<file path="src/rtl/adc_front_end.sv">
`default_nettype none
// ============================================================================
// Module      : adc_front_end
// Description : ADC conditioning front end for the spread-spectrum
//               correlators. Subtracts a programmable DC offset from each raw
//               ADC word, averages/decimates by 2^D, buffers the results in a
//               small FIFO and drives the shared ADC/PushADC sample bus.
//               Control/status registers sit on the correlator bus.
// Ports       : clk, rst            - clock, asynchronous active-high reset
//               addr, Wdata, write,
//               read, Rdata         - register bus (Rdata combinational)
//               raw_data, raw_valid - signed raw ADC word and its strobe
//               ADC, PushADC        - conditioned sample and one-cycle strobe
// Registers   : +0x0 CTRL   {CLR[8], D[4:2], EN[0]}
//               +0x4 OFFSET [15:0] signed
//               +0x8 STATUS {LEVEL[12:8], SAT[1], OVF[0]} read-only
//               +0xC COUNT  push counter, writable
// Revision    : 1.0 - initial release
// ============================================================================
module adc_front_end #(
  parameter int          FIFO_DEPTH = 8,
  parameter logic [31:0] BASE_ADDR  = 32'hFE000010,
  parameter int          MIN_GAP    = 1
) (
  input  logic        clk,
  input  logic        rst,
  input  logic [31:0] addr,
  input  logic [31:0] Wdata,
  input  logic        write,
  input  logic        read,
  output logic [31:0] Rdata,
  input  logic [15:0] raw_data,
  input  logic        raw_valid,
  output logic [15:0] ADC,
  output logic        PushADC
);

  localparam int AW = (FIFO_DEPTH > 1) ? $clog2(FIFO_DEPTH) : 1;
  localparam int PW = AW + 1;
  localparam int GW = $clog2(MIN_GAP + 1);

  localparam logic [31:0]   ADDR_CTRL   = BASE_ADDR;
  localparam logic [31:0]   ADDR_OFFSET = BASE_ADDR + 32'h4;
  localparam logic [31:0]   ADDR_STATUS = BASE_ADDR + 32'h8;
  localparam logic [31:0]   ADDR_COUNT  = BASE_ADDR + 32'hC;
  localparam logic [PW-1:0] DEPTH_P     = PW'(FIFO_DEPTH);
  localparam logic [GW-1:0] GAP_P       = GW'(MIN_GAP);
  localparam logic [GW-1:0] GAP_ONE     = GW'(1);

  // Control / status registers
  logic        en;
  logic [2:0]  d;
  logic [15:0] offset;
  logic        ovf;
  logic        sat;
  logic [31:0] count;

  // Pipeline state
  logic signed [16:0] x;
  logic               x_valid;
  logic signed [20:0] acc;
  logic [3:0]         k;

  // FIFO
  logic [15:0]   mem [FIFO_DEPTH];
  logic [PW-1:0] wptr;
  logic [PW-1:0] rptr;
  logic [PW-1:0] level;
  logic [GW-1:0] gap_cnt;

  // Bus decode
  logic       ctrl_wr;
  logic       off_wr;
  logic       cnt_wr;
  logic       clr;
  logic [2:0] d_new;
  logic       flush_all;
  logic       d_change;

  assign ctrl_wr = write && (addr == ADDR_CTRL);
  assign off_wr  = write && (addr == ADDR_OFFSET);
  assign cnt_wr  = write && (addr == ADDR_COUNT);
  assign clr     = ctrl_wr && Wdata[8];
  assign d_new   = (Wdata[4:2] > 3'd4) ? 3'd4 : Wdata[4:2];

  // Disabling (or running disabled) empties the whole pipeline; a decimation
  // change only restarts the running average.
  assign flush_all = !en || (ctrl_wr && !Wdata[0]);
  assign d_change  = ctrl_wr && (d_new != d);

  // Averaging stage: the final sample of a block is added combinationally so
  // the result reaches the FIFO in the same cycle it arrives.
  logic signed [20:0] x_ext;
  logic signed [20:0] sum;
  logic signed [20:0] shifted;
  logic [3:0]         k_last;
  logic               clip_hi;
  logic               clip_lo;
  logic [15:0]        y;

  assign x_ext   = {{4{x[16]}}, x};
  assign sum     = acc + x_ext;
  assign shifted = sum >>> d;
  assign k_last  = 4'((5'd1 << d) - 5'd1);
  assign clip_hi = shifted > 21'sd32767;
  assign clip_lo = shifted < -21'sd32768;
  assign y       = clip_hi ? 16'h7FFF : (clip_lo ? 16'h8000 : shifted[15:0]);

  logic fifo_try;
  logic full;
  logic gap_ok;
  logic pop;
  logic fifo_wr;
  logic ovf_evt;
  logic sat_evt;

  assign fifo_try = x_valid && !flush_all && !d_change && (k == k_last);
  assign level    = wptr - rptr;
  assign full     = (level == DEPTH_P);
  assign gap_ok   = (gap_cnt >= GAP_P);
  // Correlators ignore PushADC during any bus write, so no pop then.
  assign pop      = (level != '0) && en && !write && gap_ok;
  // A pop in the same cycle frees the slot a full FIFO needs.
  assign fifo_wr  = fifo_try && (!full || pop);
  assign ovf_evt  = fifo_try && full && !pop;
  assign sat_evt  = fifo_try && (clip_hi || clip_lo);

  // Read mux
  always_comb begin
    Rdata = 32'h0;
    if (!rst && read) begin
      case (addr)
        ADDR_CTRL:   Rdata = {27'h0, d, 1'b0, en};
        ADDR_OFFSET: Rdata = {16'h0, offset};
        ADDR_STATUS: Rdata = {19'h0, 5'(level), 6'h0, sat, ovf};
        ADDR_COUNT:  Rdata = count;
        default:     Rdata = 32'h0;
      endcase
    end
  end

  // FIFO storage carries no reset; only the pointers define its contents.
  always_ff @(posedge clk) begin
    if (fifo_wr) begin
      mem[wptr[AW-1:0]] <= y;
    end
  end

  always_ff @(posedge clk or posedge rst) begin
    if (rst) begin
      en      <= 1'b0;
      d       <= 3'd0;
      offset  <= 16'h0;
      ovf     <= 1'b0;
      sat     <= 1'b0;
      count   <= 32'h0;
      x       <= '0;
      x_valid <= 1'b0;
      acc     <= '0;
      k       <= 4'd0;
      wptr    <= '0;
      rptr    <= '0;
      gap_cnt <= GAP_P;
      ADC     <= 16'h0;
      PushADC <= 1'b0;
    end else begin
      // Registers
      if (ctrl_wr) begin
        en <= Wdata[0];
        d  <= d_new;
      end
      if (off_wr) begin
        offset <= Wdata[15:0];
      end
      // A fresh event in the CLR cycle wins over the clear.
      ovf <= (ovf && !clr) || ovf_evt;
      sat <= (sat && !clr) || sat_evt;

      // Offset removal
      x_valid <= raw_valid && !flush_all;
      x       <= $signed({raw_data[15], raw_data}) - $signed({offset[15], offset});

      // Accumulator
      if (flush_all || d_change) begin
        acc <= '0;
        k   <= 4'd0;
      end else if (x_valid) begin
        if (k == k_last) begin
          acc <= '0;
          k   <= 4'd0;
        end else begin
          acc <= sum;
          k   <= k + 4'd1;
        end
      end

      // FIFO pointers
      if (flush_all) begin
        wptr <= '0;
        rptr <= '0;
      end else begin
        if (fifo_wr) begin
          wptr <= wptr + PW'(1);
        end
        if (pop) begin
          rptr <= rptr + PW'(1);
        end
      end

      // Output strobe and spacing
      PushADC <= pop;
      if (pop) begin
        ADC     <= mem[rptr[AW-1:0]];
        gap_cnt <= GAP_ONE;
      end else if (!gap_ok) begin
        gap_cnt <= gap_cnt + GAP_ONE;
      end

      if (cnt_wr) begin
        count <= Wdata;
      end else if (pop) begin
        count <= count + 32'd1;
      end
    end
  end

endmodule
`default_nettype wire

</file>
<file path="config.mk">
export PLATFORM = sky130hd
export DESIGN_NAME = adc_front_end
export DESIGN_NICKNAME = d
export VERILOG_FILES = /design/src/rtl/adc_front_end.sv
export SDC_FILE = /design/constraint.sdc
export NUM_CORES = 1
export LEC_CHECK = 0
export CAP_MARGIN = 20
export CORE_UTILIZATION = 62
export CTS_CLUSTER_SIZE = 30
export DETAILED_ROUTE_END_ITERATION = 16
export HOLD_SLACK_MARGIN = 0.08
export MAX_ROUTING_LAYER = met4
export PLACE_DENSITY_LB_ADDON = 0.3
export SLEW_MARGIN = 0
export SYNTH_ARGS = -nofsm -noshare
export SYNTH_HDL_FRONTEND = slang
export SYNTH_SLANG_ARGS = --single-unit
</file>
<file path="constraint.sdc">
create_clock -name clk -period 10.4 [get_ports clk]
set_input_delay 1.56 -clock clk [delete_from_list [all_inputs] [get_ports clk]]
set_output_delay 1.56 -clock clk [all_outputs]
set_load 0.1 [all_outputs]
</file>
### After elaboration in Yosys (flattened, before gate mapping)

Memory sizes are Yosys's and may differ from the RTL's. A register that Yosys moved wholly into a read port is not among the register bits.
Index checks and enable logic that the tools add are counted.

| cells by class | value |
|---|---|
| reduce and logical (&&, ||, !) cells | 40 |
| shifts and indexed selects | 2 |
| equal/unequal tests | 8 |
| $lt $le $gt $ge | 4 |
| $add $sub $neg | 9 |
| muxes and demuxes | 21 |

Operators by type and width:

| kind | count |
|---|---|
| $eq 32x32->1 const B | 4 |
| $pmux 32 s4 | 1 |
| $mux 32 | 3 |
| $mux 21 | 3 |
| $add 32x1->32 const B | 1 |
| $mux 16 | 2 |
| $mux 4 | 7 |
| $add 21x17->21 | 1 |
| $gt 21x16->1 const B | 1 |
| $lt 21x16->1 const B | 1 |
| $sshr 21x3->21 | 1 |
| $logic_and 1x1->1 | 20 |
| $sub 16x16->17 | 1 |
| $add 4x1->4 const B | 3 |
| $logic_not 1->1 | 9 |
| $reduce_bool 2->1 | 4 |
| $logic_or 1x1->1 | 6 |
| $eq 4x4->1 | 1 |
| $eq 4x4->1 const B | 1 |
| $mux 1 | 4 |
| $reduce_bool 4->1 | 1 |
| $shl 1x3->4 const A | 1 |
| $sub 4x1->4 const B | 1 |
| $sub 4x4->4 | 1 |
| other kinds (6) | 6 |

| word-level totals | value |
|---|---|
| word-level logic and storage cells | 99 |
| memories kept | 1 |
| memory bits (writable) | 128 |
| output and inout bits | 49 |
| flip-flop bits (word level) | 107 |

Memory list:

| name | words | bits a word | read ports | clocked after Yosys merged registers in | write ports | RTL line | source |
|---|---|---|---|---|---|---|---|
| mem | 8 | 16 | 1 | 1 | 1 | 65 | `logic [15:0] mem [FIFO_DEPTH];` |

### Longest topological paths before layout

| depth | value |
|---|---|
| depth after elaboration | 11 |
| mapped depth | 15 |
| depth with buffers taken out | 14 |

### Worst setup path after synthesis

No wires, ideal clock.

| timing | value |
|---|---|
| kind | input-to-output |
| from | input rst |
| to | output Rdata[10] |
| buffers on the path | 1 |
| path slack | 2.435 ns |
| arrival | 6.405 ns |
| stages | 4 |
| cells stage by stage | inv_1 > nand3_1 > clkbuf_1 > nor2_1 |

| on the way | value |
|---|---|
| cells in the longest elaborated chain, start to end | 3 |

Ends and longest elaborated chain:

| element | RTL line | source |
|---|---|---|
| start: declaration | 26 | `input logic rst,` |
| $logic_not 1->1 (no source line) | n/a |  |
| $logic_and 1x1->1 | 131 | `if (!rst && read) begin` |
| $mux 32 | 131 |  |
| end: declaration | 31 | `output logic [31:0] Rdata,` |

Every way passes these cells.

### Worst setup path in the final report

| timing | value |
|---|---|
| from | input addr[16] |
| to | output Rdata[30] |

| on the way | value |
|---|---|
| cells in the longest elaborated chain, start to end | 3 |
| elaborated cells on any way between the ends | 6 |
| those cells by class | 4 x eq/ne; 2 x mux |

Ends and longest elaborated chain:

| element | RTL line | source |
|---|---|---|
| start: declaration | 27 | `input logic [31:0] addr,` |
| $eq 32x32->1 | 132 | `case (addr)` |
| $pmux 32 s4 * | 132 |  |
| $mux 32 * | 131 |  |

Mark *: on every way between the ends. The rest lies on a longest branch, timed or not.

==> results.tsv <==
stage	metric	value	unit
status	status	finished clean	
placed_design	place_congestion	0.915	
setup_path	arrival	5.43	ns
clocking	numCtsBuffers	25	
setup_path	cp_max_fo	16	
synth	synth-seq-cells	251	
floorplanning	boundaryPins	134	
global_routing	antenna_found_initial	0	
floorplanning	rows	53	
sta	fmaxAchievable	143	MHz
clocking	clk_latency	0.52	ns
power	p_total	2030	µW
sta	period_needed	6.99	ns
clocking	clkTransAtPathRegs	0.06	ns
sta	fin_skew	0.0167	ns
detailed_routing	num_vias	10100	
final_layout	antenna_cells	0	
global_routing	grt_pass1_vias	10000	
power	ir_drop	0.0922	mV
placed_design	portBuffers	133	
sta	rsz0062_at_grt	false	
synth	yosys_warnings	0	
sta	tns	0	ns
sta	slew_headroom	25.7	%
global_routing	grt_pass1_wl	53200	µm
clocking	cts.hold.buffers_added	0	
sta	setup_viol	0	
setup_path	start_kind	primary input	
detailed_routing	dr.pass1.iters	5	
detailed_routing	drc	0	
final_layout	fin_nets	1439	
final_layout	seq_area	0.00693	mm²
clocking	clockBufferDepth	3	
min_path	min_path_type	register to register	
clocking	clock-sinks	251	
clocking	cts_max_level	1	
floorplanning	core_area	0.0210	mm²
detailed_routing	wl_per_cell	20.9	µm
global_routing	grt_usage	32.2	%
global_routing	grt-ovfl-total	0	
final_layout	final_util	74.7	%
synth	synth_cell_types	77	
synth	avgSynthCellArea	11.2	µm²
sta	hold_viol	0	
floorplanning	die_area	0.0220	mm²
detailed_routing	drtIter0Drc	1064	
final_layout	multi_input_area	0.00597	mm²
synth	yosysSeqAreaShare	52.1	%
sta	whs	0.510	ns
sta	maxSlewViolCount	0	
final_layout	syn_to_final_growth	18.3	%
floorplanning	start_util	63.2	%
placed_design	dpl.hpwl	21700	µm
power	p_leak	0.00613	µW
setup_path	crit_required	8.84	ns
synth	synth_area	0.0133	mm²
final_layout	drive_above_1_share	10.3	%
clocking	post_cts_resized	0	
synth	synthArstFlopShare	49.0	%
global_routing	grt_max_degree	57	
synth	synth_nets	1315	
sta	worst_pin_slew	1.11	ns
flow_run	maxCapViolations	0	
setup_path	crit_type	primary input to output port	
clocking	post_cts_buffers	0	
floorplanning	die_w	148	µm
synth	synth_flop_cell	edfxtp_1	
detailed_routing	ant_nets	0	
floorplanning	fp.dieH	148	µm
clocking	root_buffer	clkbuf_16	
sta	finalCritPeriodShare	67.2	%
detailed_routing	detail_route.vias_per_cell	6.33	
clocking	cts_tree	built	
final_layout	n_fill_cell	1333	
synth	syn_inst	1183	
synth	synth_edf_count	128	
detailed_routing	routed_wl	33400	µm
setup_path	crit_path_end_kind	output port	
power	powerDensity	129	mW/mm²
==> synthesized netlist by cell type, drive strengths merged, types with 6 or more instances <==
library cell	number	area (µm²)
a211oi	11	95.1
edfxtp	128	3840
o211ai	8	65.1
xnor2	23	201
a221o	18	180
and3	16	110
nand2	130	488
buf	14	77.6
dfrtp	122	3050
o21a	6	45.0
nand4	10	62.6
or3	9	56.3
nor2	93	349
o21bai	7	52.6
a21oi	46	234
a31oi	30	188
a21o	7	52.6
o21ai	82	418
mux2i	23	234
nand3	28	140
inv	54	203
a22oi	11	82.6
o311ai	8	87.6
xor2	17	149
mux4	39	878
and2	27	170
ha	44	551
nor2b	11	68.8
nor3	18	90.1
clkbuf	42	158
nor4	7	43.8
nor3b	12	95.1
a22o	20	175
mux2	6	67.6
==> area by class of cell <==
cell class,instances,area share [%]
inverter,56,1.35
sequential,251,44.1
clock buffer,32,4.21
multi-input combinational,820,38.0
tap,275,2.19
timing repair buffer,153,9.50
clock inverter,13,0.653
==> cells by family after synthesis <==
group	Yosys count	synth area share [%]
buffers and inverters	112	3.35
flip-flops	251	52.1
AO/OA/AOI/OAI	284	14.7
multiplexers	68	8.88
XOR/XNOR	40	2.64
adder cells (fa/ha/maj)	47	4.60
AND/OR/NAND/NOR	380	13.7
other	1	0.0282
==> stage by stage <==
stage          std cells  area [µm²]  setup WS (ns)
6_report            1600       15700           3.41
5_1_grt             1600       15700           2.98
4_1_cts             1595       15700           3.42
3_5_place_dp        1550       14900           3.44
3_3_place_gp        1550       14900           3.69
2_1_floorplan       1183       13300           2.44
==> cell usage in the layout, fill, tap and decap left out, drive strengths merged, types with 23 or more instances in the layout <==
cell	Yosys	layout
a31oi	30	30
ha	44	44
and2	27	27
nand2	130	130
a21oi	46	46
dfrtp	122	122
nor2	93	93
nand3	28	28
clkdlybuf4s50	0	133
mux4	39	39
clkbuf	42	32
o21ai	82	82
xnor2	23	23
edfxtp	128	128
mux2i	23	23
inv	54	56
==> path summary, 6_finish.rpt <==
check	startpoint	to	slack (ns)	cells past startpoint
setup reg to reg	acc[0]	mem[2][10]	5.63	15
min in group asynchronous	rst	count[3]	1.37	2
max in group asynchronous	rst	rptr[1]	7.94	3
setup / recovery	addr[16]	Rdata[30]	3.41	8
hold reg to reg	acc[10]	acc[10]	0.51	1
hold / removal	acc[10]	acc[10]	0.51	1
==> state kept, by name (all words and copies together) (netlist names), 16 cells and up <==
register	flops
count	32
acc	21
ADC	16
mem	128
offset	16
x	17
==> power breakdown <==
group / leakage (µW) / total [µW] / switching [µW] / internal, µW
Clock: 0.000376 / 860 / 382 / 478
Sequential: 0.00273 / 1050 / 2.04 / 1050
Combinational: 0.00303 / 115 / 62.1 / 53.2
Total: 0.00613 / 2030 / 446 / 1580
==> worst max-delay path, cell delays in order <==
cell and delay, ns:
clkdlybuf4s50_1 0.40, nor4b_1 0.33, nand2_1 0.09, nor4_1 0.71
and3_1 0.55, and3_1 0.46, and2_1 0.19, clkdlybuf4s50_1 1.13
==> per-layer routing <==
metal,wire (µm),GRT usage [%]
met5,0,-
met4,880,10.2
met3,2310,3.40
met2,16700,52.9
met1,13500,42.4
No activity file was read; power rests on OpenSTA's default activity.
==> RTL change, RTL diff (config.mk and constraints unchanged) <==
Put a register stage on the output `Rdata`, with the module's reset. The value now appears one clock later. The other outputs are not delayed to match. Comments in the files are not updated.
--- a/src/rtl/adc_front_end.sv
+++ b/src/rtl/adc_front_end.sv
@@ -47,6 +47,8 @@
   localparam logic [GW-1:0] GAP_P       = GW'(MIN_GAP);
   localparam logic [GW-1:0] GAP_ONE     = GW'(1);
 
+  logic [31:0] Rdata_d;
+
   // Control / status registers
   logic        en;
   logic [2:0]  d;
@@ -127,14 +129,14 @@
 
   // Read mux
   always_comb begin
-    Rdata = 32'h0;
+    Rdata_d = 32'h0;
     if (!rst && read) begin
       case (addr)
-        ADDR_CTRL:   Rdata = {27'h0, d, 1'b0, en};
-        ADDR_OFFSET: Rdata = {16'h0, offset};
-        ADDR_STATUS: Rdata = {19'h0, 5'(level), 6'h0, sat, ovf};
-        ADDR_COUNT:  Rdata = count;
-        default:     Rdata = 32'h0;
+        ADDR_CTRL:   Rdata_d = {27'h0, d, 1'b0, en};
+        ADDR_OFFSET: Rdata_d = {16'h0, offset};
+        ADDR_STATUS: Rdata_d = {19'h0, 5'(level), 6'h0, sat, ovf};
+        ADDR_COUNT:  Rdata_d = count;
+        default:     Rdata_d = 32'h0;
       endcase
     end
   end
@@ -224,6 +226,14 @@
     end
   end
 
+  always_ff @(posedge clk or posedge rst) begin
+    if (rst) begin
+      Rdata <= '0;
+    end else begin
+      Rdata <= Rdata_d;
+    end
+  end
+
 endmodule
 `default_nettype wire
 
Behaviour: not the same (Yosys sat finds a counterexample within 4 cycles, from zero or initial values and one cycle with rst high).
==> RTL change against the unedited design <==
Die area rose by 7.3%; sequential cell count rose by 32; area after synthesis rose by 7.4%; critical path depth rose by 4; synthesized cell count rose by 5.8%; cell count rose by 5.5%; worst setup slack improved by 2.3 ns; total power rose by 17%; final area rose by 7.6%; sequential share of layout area rose by 1.6 points; wire length rose by 0.88%; via count rose by 4.4%; critical endpoint is now mem[4][4]; largest power group unchanged.
==> RTL change: results (changes against the unedited design) <==
- First-pass GRT wire length: 54300 µm (+2.0%)
- CP arrival: 4.92 ns (-0.51 ns)
- Metal2 WL: 17000 µm (+1.5%)
- Layout cells sized above 1: 10.8% (+0.51 points)
- Synth top area cells: dfrtp_1 27%, edfxtp_1 27%, mux4_2 5.8%
- Kind of cell adding the most delay to the critical path: simple AND/OR/NAND/NOR gates
- Status: completed
- # fillers: 1484 (+11%)
- Post-Synth XOR/XNOR Area: 3.19% (+0.55 points)
- Hold path depth: 2 (+1)
- R2R Setup Slk: 5.72 ns (+0.09 ns)
- WHS Endpoint: ADC[11]
- Vias in the first global route: 10454 (+4.2%)
- Mux cell area share after synthesis: 9.40% (+0.52 points)
- Initial antenna violation count: 2 (+2)
- Pin count of the biggest net entering global routing: 87 (+53%)
- Lkg Pwr: 6.71 nW (+9.5%)
- Hold_sp: ADC[11]
- Synth async-reset ratio: 54.8% (+5.8 points)
- Crit path to: mem[4][4]
- Met3 routed WL: 1930 µm (-17%)
- Placed Instances: 1631 (+5.2%)
- M1 WL: 13900 µm (+3.2%)
- Nets: 1511 (+5.0%)
- CP max-delay cell: dfrtp_1
- Top sig layer: met4
- Cell Area, Placed: 15900 µm² (+6.6%)
- Crit path kind: register to register
- Sequential area share after synthesis: 54.1% (+2.0 points)
- Worst r2r path cells: 12 (-3)
- Hold WS: 0.484 ns (-0.0260 ns)
- VDD IR max: 0.0983 mV (+6.6%)
- Drt initial violations: 862 (-19%)
- Detail Placement HPWL: 23700 µm (+9.0%)
- GRT Overall Usage: 29.9% (-2.3 points)
- Setup slack after placement: 5.22 ns (+1.78 ns)
- Commonest cells post-synth: 154 x dfrtp_1, 133 x nand2_1, 128 x edfxtp_1, 97 x o21ai_0, 95 x nor2_1
- CTS Buf Count: 28 (+12%)
- Crit path largest cell delay: 0.71 ns (-0.42 ns)
- Max Cap Viol: 0 (unchanged)
- Complex-gate fraction of the synthesized area: 12.7% (-2.1 points)
- Post-synthesis adder-cell area fraction: 4.28% (-0.32 points)
- Clock Skews: 0.00978 ns (-0.00689 ns)
- CP Max Fanout: 19 (+3)
- Reg2Reg Launch Point: d[0]
- Clock latency on the worst-skew pair: 0.54 ns (+0.02 ns)
- Yosys warning total: 0 (unchanged)
- Syn Nets: 1384 (+5.2%)
- Synth cell types: 79 (+2.6%)
- Vias per std cell: 6.26 (-1.1%)
- Gp weighted congestion: 0.907 (-0.79%)
- Post-Synthesis Cells: 1252 (+5.8%)
- Slew headroom: 30.3% (+4.6 points)
- WL/cell: 20.0 µm (-4.4%)
- Total Wirelength: 33700 µm (+0.88%)
- Final min period: 4.68 ns (-2.31 ns)
RTL change: area by class of cell:
type                       count  area [µm²]  share of cell area [%]
sequential                   283        7720                    45.7
multi-input combinational    866        6160                    36.4
timing repair buffer         151        1480                    8.77
clock buffer                  33         751                    4.44
tap                          285         357                    2.11
clock inverter                19         235                    1.39
inverter                      49         189                    1.12
antenna                        2        5.00                  0.0296
RTL change: per-layer routing:
layer  global-route usage, %  vias to the layer above
met1                    38.9                     5239
met5                       -                        -
met2                    50.3                      405
met3                    3.44                       73
met4                    8.10                        0
li1                        -                     4848
RTL change: report_power, final:
| group | switching, mW | internal [mW] |
|---|---|---|
| combinational | 0.0703 | 0.0555 |
| sequential | 0.00211 | 1.17 |
| clock | 0.431 | 0.642 |
| total | 0.504 | 1.87 |
